--- src/rtl/pic_pkg.sv ---
// Shared types and phase encodings for the PIC instruction-cycle sequencer.
// Phases are kept as a 2-bit index and decoded to a one-hot Q1..Q4 bus.
package pic_pkg;

    typedef enum logic [1:0] {
        START = 2'd0,
        RUN   = 2'd1,
        HOLD  = 2'd2,
        SLEEP = 2'd3
    } state_t;

    localparam logic [1:0] PH_Q1 = 2'd0;
    localparam logic [1:0] PH_Q2 = 2'd1;
    localparam logic [1:0] PH_Q3 = 2'd2;
    localparam logic [1:0] PH_Q4 = 2'd3;

    localparam logic [3:0] OH_IDLE = 4'b0000;
    localparam logic [3:0] OH_Q1   = 4'b0001;
    localparam logic [3:0] OH_Q2   = 4'b0010;
    localparam logic [3:0] OH_Q3   = 4'b0100;
    localparam logic [3:0] OH_Q4   = 4'b1000;

    function automatic logic [3:0] ph_onehot(input logic [1:0] ph);
        logic [3:0] oh;
        oh = OH_Q1 << ph;
        return oh;
    endfunction

endpackage

--- src/rtl/phase_gen.sv ---
// Four-phase counter with start/advance/stop controls and a registered
// one-hot phase output; the next one-hot value is exported for strobe timing.
module phase_gen
    import pic_pkg::*;
(
    input  logic       clk,
    input  logic       reset,
    input  logic       i_start,
    input  logic       i_adv,
    input  logic       i_stop,
    output logic [1:0] o_ph,
    output logic [3:0] o_q,
    output logic [3:0] o_q_nxt
);

    logic [1:0] r_ph;
    logic [1:0] w_ph_nxt;
    logic [3:0] r_q;
    logic [3:0] w_q_nxt;

    // Stop idles the bus but keeps the index; a later start always reloads Q1.
    always_comb begin
        w_ph_nxt = r_ph;
        w_q_nxt  = r_q;
        if (i_stop) begin
            w_q_nxt = OH_IDLE;
        end else if (i_start) begin
            w_ph_nxt = PH_Q1;
            w_q_nxt  = OH_Q1;
        end else if (i_adv) begin
            w_ph_nxt = r_ph + 2'd1;
            w_q_nxt  = ph_onehot(w_ph_nxt);
        end
    end

    always_ff @(posedge clk or posedge reset) begin
        if (reset) begin
            r_ph <= PH_Q1;
            r_q  <= OH_IDLE;
        end else begin
            r_ph <= w_ph_nxt;
            r_q  <= w_q_nxt;
        end
    end

    assign o_ph    = r_ph;
    assign o_q     = r_q;
    assign o_q_nxt = w_q_nxt;

endmodule

--- src/rtl/instr_cycle_ctrl.sv ---
// Instruction-cycle sequencer: Q1..Q4 phase strobes, fetch/execute overlap
// with flush cycles after skip/branch, core hold and SLEEP/wake.
module instr_cycle_ctrl
    import pic_pkg::*;
#(
    parameter int CNT_W = 8
) (
    input  logic             clk,
    input  logic             reset,
    input  logic             hold,
    input  logic             skip_req,
    input  logic             branch_req,
    input  logic             sleep_req,
    input  logic             wake,
    output logic [3:0]       q,
    output logic             pc_inc,
    output logic             rd_en,
    output logic             exec_en,
    output logic             wb_en,
    output logic             ir_load,
    output logic             pc_load,
    output logic             flush,
    output logic             sleeping,
    output logic [CNT_W-1:0] cycle_cnt
);

    state_t     r_state;
    state_t     w_state_nxt;
    logic [1:0] w_ph;
    logic [3:0] w_q;
    logic [3:0] w_q_nxt;
    logic       w_in_run;
    logic       w_samp;
    logic       w_start;
    logic       w_stop;
    logic       w_adv;

    logic       r_pend;
    logic       r_sleep_pend;
    logic       r_flush;
    logic       r_pc_inc;
    logic       r_rd_en;
    logic       r_exec_en;
    logic       r_wb_en;
    logic       r_ir_load;
    logic       r_pc_load;
    logic       r_sleeping;
    logic [CNT_W-1:0] r_cnt;

    logic       w_flush_nxt;
    logic       w_pend_nxt;
    logic       w_sleep_pend_nxt;
    logic       w_pc_load_nxt;
    logic       w_cnt_inc;

    phase_gen u_phase_gen (
        .clk     (clk),
        .reset   (reset),
        .i_start (w_start),
        .i_adv   (w_adv),
        .i_stop  (w_stop),
        .o_ph    (w_ph),
        .o_q     (w_q),
        .o_q_nxt (w_q_nxt)
    );

    always_ff @(posedge clk or posedge reset) begin
        if (reset) r_state <= START;
        else       r_state <= w_state_nxt;
    end

    assign w_in_run = (r_state == RUN);
    assign w_samp   = w_in_run && (w_ph == PH_Q3) && !r_flush;

    // Pending SLEEP wins over hold at the Q4 boundary; hold is re-read on wake.
    always_comb begin
        w_state_nxt = r_state;
        case (r_state)
            START: w_state_nxt = RUN;
            RUN: begin
                if (w_ph == PH_Q4) begin
                    if (r_sleep_pend)  w_state_nxt = SLEEP;
                    else if (hold)     w_state_nxt = HOLD;
                end
            end
            HOLD:  if (!hold) w_state_nxt = RUN;
            SLEEP: if (wake)  w_state_nxt = hold ? HOLD : RUN;
            default: w_state_nxt = START;
        endcase
    end

    // A new instruction cycle begins when entering RUN or wrapping out of Q4.
    assign w_start = (w_state_nxt == RUN) && (!w_in_run || (w_ph == PH_Q4));
    assign w_stop  = (w_state_nxt != RUN);
    assign w_adv   = !w_start && !w_stop;

    always_comb begin
        w_flush_nxt      = r_flush;
        w_pend_nxt       = r_pend;
        w_sleep_pend_nxt = r_sleep_pend;
        w_pc_load_nxt    = 1'b0;
        if (w_stop) begin
            w_flush_nxt = 1'b0;
        end else if (w_start) begin
            w_flush_nxt = (r_state == START) || ((r_state != SLEEP) && r_pend);
            w_pend_nxt  = 1'b0;
        end
        if (w_samp) begin
            if (branch_req) begin
                w_pc_load_nxt = 1'b1;
                w_pend_nxt    = 1'b1;
            end else if (skip_req) begin
                w_pend_nxt    = 1'b1;
            end else if (sleep_req) begin
                w_sleep_pend_nxt = 1'b1;
            end
        end
        if (w_state_nxt == SLEEP) begin
            w_sleep_pend_nxt = 1'b0;
            w_pend_nxt       = 1'b0;
        end
    end

    assign w_cnt_inc = w_adv && w_q_nxt[3] && !w_flush_nxt;

    always_ff @(posedge clk or posedge reset) begin
        if (reset) begin
            r_pend       <= 1'b0;
            r_sleep_pend <= 1'b0;
            r_flush      <= 1'b0;
            r_pc_inc     <= 1'b0;
            r_rd_en      <= 1'b0;
            r_exec_en    <= 1'b0;
            r_wb_en      <= 1'b0;
            r_ir_load    <= 1'b0;
            r_pc_load    <= 1'b0;
            r_sleeping   <= 1'b0;
            r_cnt        <= '0;
        end else begin
            r_pend       <= w_pend_nxt;
            r_sleep_pend <= w_sleep_pend_nxt;
            r_flush      <= w_flush_nxt;
            r_pc_inc     <= w_q_nxt[0];
            r_rd_en      <= w_q_nxt[1];
            r_exec_en    <= w_q_nxt[2] && !w_flush_nxt;
            r_wb_en      <= w_q_nxt[3] && !w_flush_nxt;
            r_ir_load    <= w_q_nxt[3];
            r_pc_load    <= w_pc_load_nxt;
            r_sleeping   <= (w_state_nxt == SLEEP);
            if (w_cnt_inc) r_cnt <= r_cnt + CNT_W'(1);
        end
    end

    assign q         = w_q;
    assign pc_inc    = r_pc_inc;
    assign rd_en     = r_rd_en;
    assign exec_en   = r_exec_en;
    assign wb_en     = r_wb_en;
    assign ir_load   = r_ir_load;
    assign pc_load   = r_pc_load;
    assign flush     = r_flush;
    assign sleeping  = r_sleeping;
    assign cycle_cnt = r_cnt;

endmodule

--- config.mk ---
export PLATFORM = sky130hd
export DESIGN_NAME = instr_cycle_ctrl
export DESIGN_NICKNAME = d
export VERILOG_FILES = /design/src/rtl/pic_pkg.sv /design/src/rtl/phase_gen.sv /design/src/rtl/instr_cycle_ctrl.sv
export SDC_FILE = /design/constraint.sdc
export NUM_CORES = 1
export LEC_CHECK = 0
export BUFFER_PORTS_ARGS = -buffer_cell sky130_fd_sc_hd__buf_2
export CELL_PAD_IN_SITES_DETAIL_PLACEMENT = 2
export CELL_PAD_IN_SITES_GLOBAL_PLACEMENT = 2
export CORE_MARGIN = 10
export CORE_UTILIZATION = 31
export CTS_CLUSTER_SIZE = 12
export DETAILED_ROUTE_END_ITERATION = 7
export HOLD_SLACK_MARGIN = 0.06
export PLACE_DENSITY_LB_ADDON = 0.1
export SYNTH_ARGS = -nofsm -noshare
export SYNTH_HDL_FRONTEND = slang
export SYNTH_HIERARCHICAL = 1
export SYNTH_SLANG_ARGS = --single-unit
--- constraint.sdc ---
create_clock -name clk -period 2.1 [get_ports clk]
set_input_delay 0.21 -clock clk [delete_from_list [all_inputs] [get_ports clk]]
set_output_delay 0.21 -clock clk [all_outputs]
set_load 0.01 [all_outputs]
==> results of run 1 <==
## sequential cells by signal, summed over array words and instances (netlist names)
register,cells
wb_en,1
sleeping,1
r_pend,1
pc_inc,1
u_phase_gen/o_q,4
pc_load,1
ir_load,1
r_sleep_pend,1
u_phase_gen/o_ph,2
r_state,2
flush,1
rd_en,1
exec_en,1
cycle_cnt,8
## power breakdown
part           total [W]  switching (W)  internal (W)
sequential      0.000833       0.000159      0.000674
clock           0.000338       0.000170      0.000168
combinational    0.00123       0.000640      0.000590
total            0.00240       0.000969       0.00143
## area by class of cell
class	instances	area [sq um]	share of cell area, %
flip-flops and latches	26	653	40.2
inverters	7	26.3	1.62
clock buffers	4	55.1	3.39
repair buffers	40	238	14.6
multi-input cells	69	591	36.4
well taps	48	60.1	3.70
## worst max-delay path, cell delays in order, from the launching register on
cell and delay [ns]:
dfrtp_1 0.43, and2b_2 0.25, o21ai_4 0.18, nand2_4 0.09, nor3_4 0.23, nand2b_4 0.09
nor3b_4 0.31, mux2_4 0.33
## worst max path at each step
stage                                     to  cells past startpoint            startpoint  slack [ns]
floorplan           cycle_cnt[1]$_DFFE_PP0P_                      7  r_state[0]$_DFF_PP0_        0.01
finish              cycle_cnt[1]$_DFFE_PP0P_                      7  r_state[0]$_DFF_PP0_        0.08
global placement    cycle_cnt[1]$_DFFE_PP0P_                      7  r_state[0]$_DFF_PP0_        0.06
CTS                 cycle_cnt[1]$_DFFE_PP0P_                      7  r_state[0]$_DFF_PP0_       0.001
global route        cycle_cnt[1]$_DFFE_PP0P_                      7  r_state[0]$_DFF_PP0_       -0.03
detailed placement  cycle_cnt[1]$_DFFE_PP0P_                      7  r_state[0]$_DFF_PP0_       -0.06
## synth_stat cells, types with 2 or more instances
cell type	number
dfrtp_1	26
nand2_1	9
inv_1	7
xnor2_1	6
ha_1	5
and2_1	4
mux2i_1	4
nand2b_1	4
nor3_1	4
nand4_1	3
nor2_1	3
a21oi_1	2
a31oi_1	2
and2b_1	2
o21ai_1	2
## metrics by stage
| stage | worst slack (ns) | hold WS [ns] | cells |
|---|---|---|---|
| after floorplan | 0.0137 | 0.000959 | 103 |
| after global placement | 0.0629 | 0.155 | 186 |
| after detailed placement | -0.0618 | 0.161 | 186 |
| after CTS | 0.000967 | 0.176 | 192 |
| after global routing | -0.0301 | 0.193 | 194 |
| final | 0.0757 | 0.184 | 194 |
## metal layers
| metal | track usage (%) | part of all wire (%) | up-vias |
|---|---|---|---|
| met3 | 2.48 | 4.9 | 4 |
| met2 | 20.2 | 52 | 17 |
| met4 | 4.52 | 1.8 | 0 |
| li1 | - | - | 449 |
| met1 | 12.5 | 41 | 472 |
| met5 | 0 | 0 | - |
## timing repair
| item | in CTS | in global routing |
|---|---|---|
| setup buffers | 1 | 2 |
| endpoints found under the hold margin | 6 | 0 |
| pin swaps | 3 | 3 |
| gates resized for setup | 3 | 9 |
| hold buffers | 1 | 0 |
| endpoints found under the setup margin | 6 | 8 |
## logic make-up after synthesis
family                     count (synthesis)  synth area share (%)
xor gates and xnor gates                   7                  5.03
adders and majority gates                  5                  5.13
and+or+nand+nor                           36                  20.0
DFF                                       26                  53.4
AOI/OAI and AO/OA                         16                  9.45
buffers and inverters                      8                  2.77
muxes                                      5                  4.21
==> out/metrics.cfg, run 1 <==
[critical_path]
cp_max_fo = 6
cp.arrival_ns = 2.20
critPathRequiredTime_ns = 2.27
start_kind = flop
r2r_end = cycle_cnt[1]$_DFFE_PP0P_
crit-reg2reg-launch = r_state[0]$_DFF_PP0_
rr_worst_depth = 7
crit_type = flop to flop
end_kind = flop
rrSetupSlack_ns = 0.08

[placement]
port_buffers = 26
postPlaceCellArea_sq_mm = 0.00148
post-dp-hpwl_microns = 2550
place_congestion = 0.864

[detailed_routing]
drt_wl_total_microns = 3390
viasPerCell = 4.86
drt-initial-drc-count = 17
first_pass_iters = 2
via_count = 942
wire_per_inst_microns = 17.5
drc = 0
ant_nets = 0

[power_and_ir_drop]
p_total_w = 0.00240
power.density_mw_per_mm2 = 1480
power.leakage_nw = 0.801
ir_drop_mv = 0.618

[cts]
clock-root-buffer = clkbuf_8
cts_max_level = 1
clock_sinks = 26
cts_buffers = 3
cts_buffer_depth = 2
cts_tree = built
path_clk_slew_ns = 0.10
clk-insertion-delay-late_ns = 0.28

[min_path]
min-delay-start = branch_req
hold_end = pc_load$_DFF_PP0_
hold_path_class = input port to flop
hold_depth = 2

[layout]
fillers = 416
final_cell_mix = 26 x buf_2, 24 x dfrtp_1, 13 x buf_4
diodes = 0
mostFrequentLayoutCell = buf_2
nets = 159
area_growth_pct = 33.2
finalInstanceArea_sq_mm = 0.00162
drive_gt1_share_pct = 39.7
finish.utilization_pct = 43.3

[sta]
worst_pin_slew_ns = 0.797
clock.fmax_ghz = 0.494
skew_ns = 0.00583
finalCriticalPeriod_ns = 2.02
timing.slew.headroom_pct = 46.8
hold_viol = 0
finalSetupTns_ns = 0
fin_crit_sh_pct = 96.4
setup_viol = 0
rsz0062_at_grt = true
maxSlewViolCount = 0

[die]
start_util_pct = 32.6
die_h_microns = 82.7
dieArea_sq_mm = 0.00684
io_pins = 27
rows = 22
die_w_microns = 82.7
core_sq_mm = 0.00374

[global_route]
antenna_found_initial = 0
grt_pass1_vias = 1104
grt_use_total_pct = 11.2
overflow = 0
grt_max_degree = 21
grt_pass1_wl_microns = 5910

[yosys]
synthArstFlopShare_pct = 100
ys_ff_latch = 26
netlist_area_sq_mm = 0.00122
seq_area_frac_synth_pct = 53.4
post_synth.cell_area_avg_sq_um = 11.8
synth_flop_cell = dfrtp_1
synthDistinctLibCells = 35
synth.top_cells.by_area = dfrtp_1 53%, ha_1 5.1%, xnor2_1 4.3%, mux2i_1 3.3%, nand2_1 2.8%
yosysWarnings = 6
synth_nets = 115
synthCells = 103
synth-edff-count = 0
synth_top_area_share_pct = 53.4
yosysTopAreaCell = dfrtp_1

[flow_run]
drv_cap = 0

[run_status]
status = finished clean

No activity file was read; power rests on OpenSTA's default activity.
==> run 2, diff against run 1 <==
- CELL_PAD_IN_SITES_DETAIL_PLACEMENT: 2 -> 1
- CELL_PAD_IN_SITES_GLOBAL_PLACEMENT: 2 -> 1
- CORE_UTILIZATION: 31 -> 37
==> out/metrics.cfg, run 2 (synthesis results as in run 1) <==
[detailed_routing]
wire_per_inst_microns = 15.5  ; was 17.5 microns
drc = 0  ; unchanged
via_count = 932  ; was 942
viasPerCell = 4.91  ; was 4.86
ant_nets = 0  ; unchanged
drt_wl_total_microns = 2940  ; was 3390 microns
first_pass_iters = 4  ; was 2
drt-initial-drc-count = 43  ; was 17

[layout]
area_growth_pct = 31.9  ; was 33.2%
nets = 159  ; unchanged
diodes = 0  ; unchanged
drive_gt1_share_pct = 39.7  ; unchanged
final_cell_mix = 26 x buf_2, 23 x dfrtp_1, 13 x buf_4  ; was 26 x buf_2, 24 x dfrtp_1, 13 x buf_4
finish.utilization_pct = 51.8  ; was 43.3%
finalInstanceArea_sq_mm = 0.00161  ; was 0.00162 sq mm
largest_reg_flops = 8  ; unchanged
fillers = 364  ; was 416
mostFrequentLayoutCell = buf_2  ; unchanged

[global_route]
antenna_found_initial = 0  ; unchanged
grt_max_degree = 21  ; unchanged
overflow = 0  ; unchanged
grt_pass1_vias = 1034  ; was 1104
grt_pass1_wl_microns = 4920  ; was 5910 microns
grt_use_total_pct = 9.85  ; was 11.2%

[placement]
post-dp-hpwl_microns = 2210  ; was 2550 microns
place_ws_ns = -0.0297  ; was -0.0618 ns
place_congestion = 0.863  ; was 0.864
port_buffers = 26  ; unchanged
postPlaceCellArea_sq_mm = 0.00146  ; was 0.00148 sq mm

[critical_path]
cp.arrival_ns = 2.27  ; was 2.20 ns
end_kind = flop  ; unchanged
crit_type = flop to flop  ; unchanged
cp_num_buf_inv = 0  ; unchanged
crit-reg2reg-launch = r_state[0]$_DFF_PP0_  ; unchanged
cp_top_family = simple AND/OR/NAND/NOR gates  ; unchanged
critPathRequiredTime_ns = 2.32  ; was 2.27 ns
critical_path.slowest_cell = dfrtp_1  ; unchanged
critPathMaxStageDelay_ns = 0.43  ; about the same
cp_max_fo = 5  ; was 6
worstSetupStartpoint = r_state[0]$_DFF_PP0_  ; unchanged
start_kind = flop  ; unchanged
crit_chain = and2b_2 -> o21ai_4 -> nand2_2 -> nor3_4 -> nand2b_4 -> nor3b_4 -> mux2_4  ; was and2b_2 -> o21ai_4 -> nand2_4 -> nor3_4 -> nand2b_4 -> nor3b_4 -> mux2_4

[cts]
clk-insertion-delay-late_ns = 0.33  ; was 0.28 ns
cts_tree = built  ; unchanged
cts_buffer_depth = 2  ; unchanged
path_clk_slew_ns = 0.13  ; was 0.10 ns
cts_max_level = 1  ; unchanged
clock-root-buffer = clkbuf_4  ; was clkbuf_8
clock_sinks = 26  ; unchanged
cts_buffers = 3  ; unchanged

[sta]
setup_viol = 0  ; unchanged
rsz0062_at_grt = true  ; unchanged
finalCriticalPeriod_ns = 2.05  ; was 2.02 ns
hold_viol = 0  ; unchanged
worst_slack_ns = 0.0519  ; was 0.0757 ns
fin_crit_sh_pct = 97.5  ; was 96.4%
worst_pin_slew_ns = 0.749  ; was 0.797 ns
clock.fmax_ghz = 0.488  ; was 0.494 GHz
skew_ns = 0.0116  ; was 0.00583 ns
maxSlewViolCount = 0  ; unchanged
finalSetupTns_ns = 0  ; unchanged
timing.slew.headroom_pct = 50.0  ; was 46.8%

[min_path]
min-delay-start = branch_req  ; unchanged
hold_path_class = input port to flop  ; unchanged

[die]
die_w_microns = 77.4  ; was 82.7 microns
core_sq_mm = 0.00310  ; was 0.00374 sq mm
rows = 20  ; was 22
die_h_microns = 77.4  ; was 82.7 microns
start_util_pct = 39.3  ; was 32.6%
dieArea_sq_mm = 0.00599  ; was 0.00684 sq mm
io_pins = 27  ; unchanged

[power_and_ir_drop]
power.density_mw_per_mm2 = 1470  ; was 1480 mW/mm^2
power.leakage_nw = 0.802  ; was 0.801 nW
ir_drop_mv = 0.607  ; was 0.618 mV

[flow_run]
drv_cap = 0  ; unchanged

[run_status]
status = finished clean  ; unchanged

## run 2: layer usage
layer | global-route usage (%) | vias up | wire [microns]
li1 | - | 447 | -
met1 | 11.6 | 465 | 1260
met2 | 16.1 | 18 | 1480
met3 | 3.34 | 2 | 177
met4 | 4.01 | 0 | 19
met5 | 0 | - | 0
## run 2: final timing paths
kind	to	slack, ns	depth (start not counted)
worst max-delay path	cycle_cnt[1]$_DFFE_PP0P_	0.05	7
worst min-delay path	pc_load$_DFF_PP0_	0.12	2
max in group asynchronous	r_state[1]$_DFF_PP0_	1.03	3
min in group asynchronous	u_phase_gen/o_q[0]$_DFF_PP0_	0.35	3
worst min register to register	cycle_cnt[7]$_DFFE_PP0P_	0.47	1
worst max register to register	cycle_cnt[1]$_DFFE_PP0P_	0.05	7
## run 2: report_power, final
group	leakage (nW)	internal, W	switching, W
Clock	0.0279	0.000193	0.000152
Combinational	0.438	0.000575	0.000601
Sequential	0.336	0.000675	0.000167
Total	0.802	0.00144	0.000920
## run 2: final cells by class
type	instances	area, sq um	area share (%)
inverters	7	26.3	1.63
clock buffers	3	22.5	1.40
repair buffers	40	238	14.8
flip-flops and latches	26	654	40.7
multi-input cells	69	582	36.2
clock inverters	1	30.0	1.87
well taps	44	55.1	3.42
## run 2: what timing repair did
action,4_1_cts,5_1_grt
endpoints found under the hold margin,26,0
gates resized for setup,3,8
setup buffers,0,5
hold buffers,1,0
endpoints found under the setup margin,3,8
pin swaps,0,4
## run 2: stage by stage
step	cells	hold WS (ns)	total power, W
floorplan	103	0.000959	0.00148
global placement	180	0.153	0.00184
detailed placement	180	0.166	0.00189
CTS	185	0.100	0.00225
global route	190	0.103	0.00255
finish	190	0.120	0.00236
## run 2: worst reg2reg max path: stages, from the launching register on
cell,delay [ns]
dfrtp_1,0.43
and2b_2,0.24
o21ai_4,0.19
nand2_2,0.11
nor3_4,0.25
nand2b_4,0.10
nor3b_4,0.30
mux2_4,0.33
